--- src/rtl/cpu_pkg.sv ---
// Shared definitions for the multi-cycle CPU core: opcodes, instruction
// field positions, FSM state encoding and the immediate sign-extension helper.
package cpu_pkg;

    // Opcodes (instruction bits [31:28]); anything not listed is a NOP.
    localparam logic [3:0] OP_ADD  = 4'd0;
    localparam logic [3:0] OP_SUB  = 4'd1;
    localparam logic [3:0] OP_AND  = 4'd2;
    localparam logic [3:0] OP_OR   = 4'd3;
    localparam logic [3:0] OP_XOR  = 4'd4;
    localparam logic [3:0] OP_SLT  = 4'd5;
    localparam logic [3:0] OP_BEQ  = 4'd6;
    localparam logic [3:0] OP_JMP  = 4'd7;
    localparam logic [3:0] OP_MUL  = 4'd8;
    localparam logic [3:0] OP_HALT = 4'd15;

    // Instruction field positions.
    localparam int OP_HI    = 31;
    localparam int OP_LO    = 28;
    localparam int IMMF_BIT = 27;
    localparam int RD_LO    = 22;
    localparam int RS1_LO   = 17;
    localparam int RS2_LO   = 12;
    localparam int IMM_HI   = 11;
    localparam int IMM_LO   = 0;

    typedef enum logic [2:0] {
        ST_FETCH  = 3'd0,
        ST_DECODE = 3'd1,
        ST_EXEC   = 3'd2,
        ST_WB     = 3'd3,
        ST_HALT   = 3'd4
    } state_e;

    // Sign-extend imm12 to 64 bits; callers cast down to the width they need.
    function automatic logic [63:0] sext12(input logic [11:0] imm);
        return {{52{imm[11]}}, imm};
    endfunction

endpackage

--- src/rtl/cpu_alu.sv ---
// Combinational ALU for the multi-cycle core. Decodes the opcode, produces
// the result and flags whether the opcode writes the register file.
// Macro CPU_MUL_EN: when defined, opcode 8 is an unsigned MUL keeping the low
// XLEN bits; when undefined opcode 8 falls into the NOP group.
module cpu_alu
    import cpu_pkg::*;
#(
    parameter int XLEN = 32
) (
    input  logic [3:0]      op_i,
    input  logic [XLEN-1:0] a_i,
    input  logic [XLEN-1:0] b_i,
    output logic [XLEN-1:0] result_o,
    output logic            writes_o
);

    // Opcode decode and result select; non-ALU opcodes produce no writeback.
    always_comb begin
        result_o = '0;
        writes_o = 1'b1;
        case (op_i)
            OP_ADD: result_o = a_i + b_i;
            OP_SUB: result_o = a_i - b_i;
            OP_AND: result_o = a_i & b_i;
            OP_OR:  result_o = a_i | b_i;
            OP_XOR: result_o = a_i ^ b_i;
            OP_SLT: result_o = {{(XLEN-1){1'b0}}, ($signed(a_i) < $signed(b_i))};
`ifdef CPU_MUL_EN
            OP_MUL: result_o = a_i * b_i;
`endif
            default: writes_o = 1'b0;
        endcase
    end

endmodule

--- src/rtl/cpu_multicycle.sv ---
// Multi-cycle CPU core: FETCH -> DECODE -> EXEC -> WB, with a req/ack
// instruction fetch, an inline NREGS x XLEN register file (r0 reads as zero),
// conditional branch, jump and HALT.
// Macro CPU_MUL_EN (in cpu_alu): enables opcode 8 as MUL.
//
// Fetch handshake: imem_req is held high with imem_addr = pc stable until a
// cycle in which imem_ack is high; that cycle transfers imem_rdata into IR and
// imem_req drops on the next cycle. imem_ack while imem_req is low is ignored.
module cpu_multicycle
    import cpu_pkg::*;
#(
    parameter int XLEN     = 32,
    parameter int NREGS    = 8,
    parameter int PC_WIDTH = 8
) (
    input  logic                clk,
    input  logic                reset,
    output logic                imem_req,
    output logic [PC_WIDTH-1:0] imem_addr,
    input  logic                imem_ack,
    input  logic [31:0]         imem_rdata,
    output logic                retire,
    output logic                halted,
    output logic [31:0]         debug_inst,
    output logic [XLEN-1:0]     debug_data
);

    localparam int RW = $clog2(NREGS);

    state_e                state_q;
    logic [PC_WIDTH-1:0]   pc_q;
    logic [31:0]           ir_q;
    logic [XLEN-1:0]       a_q;
    logic [XLEN-1:0]       b_q;
    logic [XLEN-1:0]       cmp_q;
    logic [XLEN-1:0]       r_q;
    logic                  taken_q;
    logic                  req_q;
    logic                  retire_q;
    logic                  halted_q;
    logic [XLEN-1:0]       dbg_q;
    logic [XLEN-1:0]       rf_q [NREGS];

    // Decoded fields of the held instruction.
    logic [3:0]            op;
    logic                  immf;
    logic [RW-1:0]         rd;
    logic [RW-1:0]         rs1;
    logic [RW-1:0]         rs2;
    logic [XLEN-1:0]       imm_x;
    logic [PC_WIDTH-1:0]   imm_pc;
    logic [XLEN-1:0]       rs1_val;
    logic [XLEN-1:0]       rs2_val;
    logic [XLEN-1:0]       b_d;
    logic [PC_WIDTH-1:0]   pc_d;
    logic                  taken_d;
    logic [XLEN-1:0]       alu_res;
    logic                  alu_wr;

    assign op      = ir_q[OP_HI:OP_LO];
    assign immf    = ir_q[IMMF_BIT];
    assign rd      = ir_q[RD_LO +: RW];
    assign rs1     = ir_q[RS1_LO +: RW];
    assign rs2     = ir_q[RS2_LO +: RW];
    assign imm_x   = XLEN'(sext12(ir_q[IMM_HI:IMM_LO]));
    assign imm_pc  = PC_WIDTH'(sext12(ir_q[IMM_HI:IMM_LO]));
    assign rs1_val = (rs1 == '0) ? '0 : rf_q[rs1];
    assign rs2_val = (rs2 == '0) ? '0 : rf_q[rs2];
    assign b_d     = immf ? imm_x : rs2_val;
    // BEQ compares against the register even when the imm flag is set.
    assign taken_d = (op == OP_BEQ) ? (a_q == cmp_q) : (op == OP_JMP);
    // PC wraps naturally through truncation to PC_WIDTH.
    assign pc_d    = taken_q ? (pc_q + imm_pc) : (pc_q + PC_WIDTH'(1));

    cpu_alu #(.XLEN(XLEN)) u_alu (
        .op_i     (op),
        .a_i      (a_q),
        .b_i      (b_q),
        .result_o (alu_res),
        .writes_o (alu_wr)
    );

    // Control FSM, datapath registers and register file; all outputs registered.
    always_ff @(posedge clk) begin
        if (reset) begin
            state_q  <= ST_FETCH;
            pc_q     <= '0;
            ir_q     <= '0;
            a_q      <= '0;
            b_q      <= '0;
            cmp_q    <= '0;
            r_q      <= '0;
            taken_q  <= 1'b0;
            req_q    <= 1'b0;
            retire_q <= 1'b0;
            halted_q <= 1'b0;
            dbg_q    <= '0;
            for (int i = 0; i < NREGS; i++) begin
                rf_q[i] <= '0;
            end
        end else begin
            retire_q <= 1'b0;
            case (state_q)
                ST_FETCH: begin
                    // First cycle out of reset raises the request; afterwards
                    // WB raises it on the way back into FETCH.
                    if (!req_q) begin
                        req_q <= 1'b1;
                    end else if (imem_ack) begin
                        ir_q    <= imem_rdata;
                        req_q   <= 1'b0;
                        state_q <= ST_DECODE;
                    end
                end
                ST_DECODE: begin
                    a_q     <= rs1_val;
                    b_q     <= b_d;
                    cmp_q   <= rs2_val;
                    state_q <= ST_EXEC;
                end
                ST_EXEC: begin
                    r_q      <= alu_res;
                    taken_q  <= taken_d;
                    retire_q <= 1'b1;
                    state_q  <= ST_WB;
                end
                ST_WB: begin
                    if (alu_wr) begin
                        if (rd != '0) begin
                            rf_q[rd] <= r_q;
                        end
                        dbg_q <= r_q;
                    end
                    if (op == OP_HALT) begin
                        halted_q <= 1'b1;
                        state_q  <= ST_HALT;
                    end else begin
                        pc_q    <= pc_d;
                        req_q   <= 1'b1;
                        state_q <= ST_FETCH;
                    end
                end
                ST_HALT: begin
                    state_q <= ST_HALT;
                end
                default: begin
                    state_q <= ST_FETCH;
                end
            endcase
        end
    end

    assign imem_req   = req_q;
    assign imem_addr  = pc_q;
    assign retire     = retire_q;
    assign halted     = halted_q;
    assign debug_inst = ir_q;
    assign debug_data = dbg_q;

endmodule
--- config.mk ---
export PLATFORM = sky130hd
export DESIGN_NAME = cpu_multicycle
export DESIGN_NICKNAME = d
export VERILOG_FILES = /design/src/rtl/cpu_pkg.sv /design/src/rtl/cpu_alu.sv /design/src/rtl/cpu_multicycle.sv
export SDC_FILE = /design/constraint.sdc
export NUM_CORES = 1
export LEC_CHECK = 0
export CELL_PAD_IN_SITES_DETAIL_PLACEMENT = 0
export CELL_PAD_IN_SITES_GLOBAL_PLACEMENT = 1
export CORE_MARGIN = 1
export CORE_UTILIZATION = 51
export CTS_BUF_LIST = sky130_fd_sc_hd__clkbuf_8
export DETAILED_ROUTE_END_ITERATION = 7
export PLACE_DENSITY = 0.82
export RECOVER_POWER = 100
export SKIP_LAST_GASP = 1
export SYNTH_ARGS = -nofsm -noshare
export SYNTH_HDL_FRONTEND = slang
export SYNTH_SLANG_ARGS = --single-unit
--- constraint.sdc ---
create_clock -name clk -period 2.9 [get_ports clk]
set_input_delay 0.725 -clock clk [delete_from_list [all_inputs] [get_ports clk]]
set_output_delay 0.725 -clock clk [all_outputs]
set_load 0.03 [all_outputs]
# After elaboration in Yosys (flattened, before gate mapping)
# Memories as Yosys holds them, arrays and structs flattened. A register that Yosys moved wholly into a read port is not among the register bits.
# Index checks and enable logic that the tools add are counted.
[op_classes]
n_addsub = 4
order_cmp = 1
eq_ne = 16
mux = 30
n_bitwise = 4
reduce_logical = 14
[op_table]
columns = ["cell", "count"]
rows = [
  ["32-bit case mux with 6 select lines", 1],
  ["32-bit 2-to-1 mux", 4],
  ["32-bit adder", 1],
  ["32-bit AND", 1],
  ["32-bit equality test", 1],
  ["32-bit < comparator", 1],
  ["32-bit OR", 1],
  ["32-bit OR reduction", 1],
  ["32-bit subtractor", 1],
  ["32-bit XOR", 1],
  ["3-bit 2-to-1 mux", 8],
  ["4-bit by 3-bit equality test with 1-bit output, second input constant", 4],
  ["3-bit case mux with 5 select lines", 1],
  ["1-bit 2-to-1 mux", 14],
  ["2-bit AND reduction", 5],
  ["3-bit logical NOT", 3],
  ["8-bit by 1-bit adder with 8-bit output, second input constant", 1],
  ["8-bit adder", 1],
  ["4-bit by 2-bit equality test with 1-bit output, second input constant", 2],
  ["8-bit 2-to-1 mux", 1],
  ["3-bit by 2-bit equality test with 1-bit output, second input constant", 2],
  ["2-bit inequality test, second input constant", 3],
  ["6-bit OR reduction", 1],
  ["4-bit by 1-bit equality test with 1-bit output, second input constant", 1],
  ["9 further kinds", 9],
]
[totals]
ff_bits = 207
mem_bits_rw = 256
input_bits = 35
out_inout_bits = 75
elab_cells = 82
n_memories = 1
[mem_list]
columns = ["memory", "depth", "width", "read_ports", "rd_clocked_by_memory_dff", "wr", "line", "source"]
rows = [
  ["rf_q", 8, 32, 2, 2, 8, "cpu_multicycle.sv:42", "logic [XLEN-1:0] rf_q [NREGS];"],
]

# Logic depth before layout (Yosys ltp)
[logic_depth]
depth_word = 9
ltp_mapped = 13
mapped_depth_nobuf = 13

# By module
# Synthesis repeated with hierarchy kept, for this count alone.
[unflattened]
hier_cells = 2544
area_unflattened_um2 = 26372.8
[by_module_without_submodules]
columns = ["module", "instances", "cells_per_inst", "area_per_inst_um2", "seq_area_each_um2"]
rows = [
  ["cpu_multicycle", 1, 1749, 21225.4, 11951.5],
  ["cpu_alu", 1, 795, 5147.4, 0.0],
]

# Least setup slack after synthesis
# No wires, ideal clock.
[synth_timing]
kind = "flip-flop to flip-flop"
startpoint = "register a_q[0]"
endpoint = "register r_q[28]"
setup_time_ns = 0.126
arrival_ns = 2.526
required_time_ns = 2.774
path_slack_ns = 0.248
path_stages_with_launch = 12
path_buffers = 0
synth_period_minus_slack_ns = 2.652
cell_sequence = "dfxtp_1 ha_1 fa_1 a21o_1 a31oi_2 o31ai_2 a211o_1 a211oi_2 o31ai_1 a21oi_1 and4bb_1 o21ai_1"
[synth_between]
elab_chain_cells = 2
elab_cells_between_ends = 3
cone_classes = "2 x add/sub; 1 x mux"
[synth_lines]
columns = ["item", "line", "source"]
rows = [
  ["from (decl)", "cpu_multicycle.sv:33", "logic [XLEN-1:0] a_q;"],
  ["from (signal assigned)", "cpu_multicycle.sv:116", "a_q <= rs1_val;"],
  ["32-bit subtractor or 32-bit adder (tied branches)", "cpu_alu.sv:23, cpu_alu.sv:22", ""],
  ["32-bit case mux with 6 select lines (*)", "cpu_alu.sv:21", "case (op_i)"],
  ["to (signal assigned)", "cpu_multicycle.sv:122", "r_q <= alu_res;"],
  ["to (decl)", "cpu_multicycle.sv:36", "logic [XLEN-1:0] r_q;"],
]
# Mark *: on every way between the ends. The rest lies on a longest branch, timed or not.
# A chain may end at the register's enable or synchronous reset.

==> impl_metrics.tcl <==
set metrics [dict create \
    switching_share 0.298 \
    syn_avg_cell_area_sq_um 10.5 \
    grt_pass1_wl_um 130000 \
    rsz0062_at_grt "yes" \
    yosys_warnings 0 \
    first_iter_violations 2116 \
    cts.clk_slew.worst_paths_ps 70 \
    drv_slew 0 \
    cpPeakStageDelay_ps 840 \
    htreeDepth 3 \
    power.internal_w 0.0120 \
    whs_path_depth 2 \
    hold_class "flop to flop" \
    gp_congestion 0.966 \
    wl_per_cell_um 25.0 \
    cp.arrival_ps 3390 \
    fill_cells 4179 \
    timing.hold.ws_ps 452 \
    diodes 0 \
    cp_max_fo 32 \
    power_density_nw_per_um2 546 \
    p_leak_nw 11.6 \
    clock_latency_ps 680 \
    fmax_mhz 347 \
    dr.pass1.iters 6 \
    initial_core_util 0.519 \
    path_cells "and2_0 > nor2_1 > nand2_1 > nor4_1 > clkbuf_2 > and2_0" \
    holdBufCountCts 0 \
    fin_nets 2904 \
    overflow 0 \
    syn2layout_area_growth_pct 19.7 \
    switchingPower_w 0.00510 \
    cap_violations 0 \
    placementRows 82 \
    cp-end-kind "flop" \
    reg2regPathDepth 6 \
    async_flop_share 0 \
    cts-root-buf "clkbuf_8" \
    ys_types 89 \
    portBuffers 109 \
    outcome "complete, no violations" \
    cts_buffer_depth 3 \
    grt_max_degree 117 \
    critPathLaunchType "flop" \
    seq_power_share 0.441 \
    drt_wl_total_um 87600 \
    layout-drive-gt1-share 0.200 \
    route.vias.total 21300 \
    finalSetupViolations 0 \
    antenna_found_initial 2 \
    p_comb_frac 0.199 \
    fp.dieW_um 229 \
    final_common_cell "edfxtp_1" \
    drcViolationCount 0 \
    required_ps 3410 \
    die_y_um 229 \
    fin_tns_setup_ps 0 \
    final_cell_mix "256 x edfxtp_1, 233 x a21oi_1, 217 x nand2_1, 204 x dfxtp_1, 202 x nor2_1" \
    slew_headroom 0.0506 \
    hpwlAfterDp_um 62100 \
    fin_skew_ps 33.5 \
    ys_seq_elements 469 \
    ios 110 \
    period_needed_ps 2880 \
    worstSetupPathType "flop to flop" \
    syn_area_sq_um 26200 \
    tightest_slew_ps 1420 \
    cts_sinks 469 \
    synth_top_flop_cell "edfxtp_1" \
    period_share 0.993 \
    synthCells 2496 \
    post_drt_via_cell_ratio 6.09 \
    coreArea_sq_um 50500 \
    numCtsBuffers 81 \
    clockPowerShare 0.360 \
    die-area_sq_um 52300 \
    crit_path_frequent_cell "and2_0" \
    synth_edf_count 256 \
    ir_drop_mv 0.422 \
    synth_seq_area_share 0.456 \
    grt.total_usage 0.332 \
    final_util 0.622 \
    slowest_stage "clkbuf_2" \
    hold_violations 0 \
    detail-route-antenna-nets 0 \
    grt_pass1_vias 20800 \
    cts_tree "yes" \
]
==> final timing paths <==
kind / from / end / slack, ps
setup / recovery: debug_inst[29] / rf_q[2][18] / 20
hold / removal: halted / halted / 450
setup reg to reg: debug_inst[29] / rf_q[2][18] / 20
hold reg to reg: halted / halted / 450
==> worst max-delay path, delay by kind of cell (launching register included) <==
family | cells | cell delay [ps]
flip-flops | 1 | 420
buffers and inverters | 1 | 840
AND/OR/NAND/NOR | 5 | 1460
==> cell usage after synthesis (all sizes together), types with 5 or more instances <==
library cell	instances	area, sq um
a2111oi	7	86.3
a211oi	35	278
a21o	24	180
a21oi	244	1230
a221o	6	60.1
a221oi	8	70.1
a22oi	36	270
a311oi	11	96.3
a31oi	8	56.3
and2	239	1500
and3	8	50.1
buf	37	191
clkbuf	144	541
dfxtp	213	4260
edfxtp	256	7690
ha	107	1340
inv	94	353
mux2	33	372
mux2i	37	370
mux4	128	2880
nand2	217	815
nand2b	14	87.6
nand3	23	115
nand4	16	106
nor2	207	777
nor2b	12	75.1
nor3	43	220
nor4	17	106
o211ai	12	90.1
o21ai	69	345
o21bai	8	60.1
o221ai	7	61.3
o22ai	7	43.8
o311ai	8	87.6
o31ai	12	105
or2	9	56.3
or3	38	238
xnor2	39	342
xor2	5	43.8
==> logic make-up (layout without fill, tap and decap cells) <==
group | after synthesis | count (layout) | share of synthesized area
simple gates | 858 | 858 | 0.163
compound gates | 541 | 541 | 0.133
flops | 469 | 469 | 0.456
buf+inv | 275 | 574 | 0.0414
mux | 198 | 198 | 0.138
fa+ha+maj | 110 | 110 | 0.0534
xor+xnor | 44 | 44 | 0.0147
other cells | 1 | 32 | 0.000143
==> state kept, by name, indices dropped and copies added, names as in the netlist, named ones only <==
register    cells
rf_q          256
a_q            32
b_q            32
cmp_q          32
debug_data     32
debug_inst     32
r_q            32
imem_addr       8
state_q         3
halted          1
imem_req        1
retire          1
taken_q         1
==> routing by layer <==
metal	vias up	routed length [um]	part of all wire	GRT usage
li1	9591	-	-	-
met1	10600	37500	0.43	0.472
met2	1015	39500	0.45	0.506
met3	156	8190	0.093	0.0627
met4	2	2400	0.027	0.120
met5	-	12	0.00014	0
==> what timing repair did <==
action                     CTS  global route
hold endpoints to repair     0             0
setup endpoints to repair    5            23
pin swaps                    1            19
setup buffers                0             4
gates resized for setup      5            61
==> power by group through the flow <==
| stage | sequential (W) | clock, W | combinational (W) |
|---|---|---|---|
| floorplan | 0.00759 | 0 | 0.00193 |
| global placement | 0.00766 | 0 | 0.00325 |
| detailed placement | 0.00768 | 0 | 0.00326 |
| CTS | 0.00755 | 0.00625 | 0.00328 |
| global route | 0.00759 | 0.00655 | 0.00360 |
| finish | 0.00756 | 0.00618 | 0.00341 |
==> stage by stage <==
step | worst slack, ps | cell area (sq um) | std cells | total power [W]
after global routing | -104 | 31400 | 3498 | 0.0177
after floorplan | 248 | 26300 | 2527 | 0.00952
after CTS | -6.13 | 31200 | 3494 | 0.0171
final | 19.4 | 31400 | 3498 | 0.0171
after global placement | -4.18 | 29500 | 3344 | 0.0109
after detailed placement | -47.5 | 29500 | 3344 | 0.0109
==> layout make-up <==
type	count	area [sq um]	area share
multi-input cells	1783	13600	0.435
flip-flops and latches	469	12000	0.381
repair buffers	330	2930	0.0934
clock buffers	96	1320	0.0421
well taps	672	841	0.0268
inverters	94	353	0.0112
clock inverters	54	338	0.0108
(Power assumes the default switching activity.)
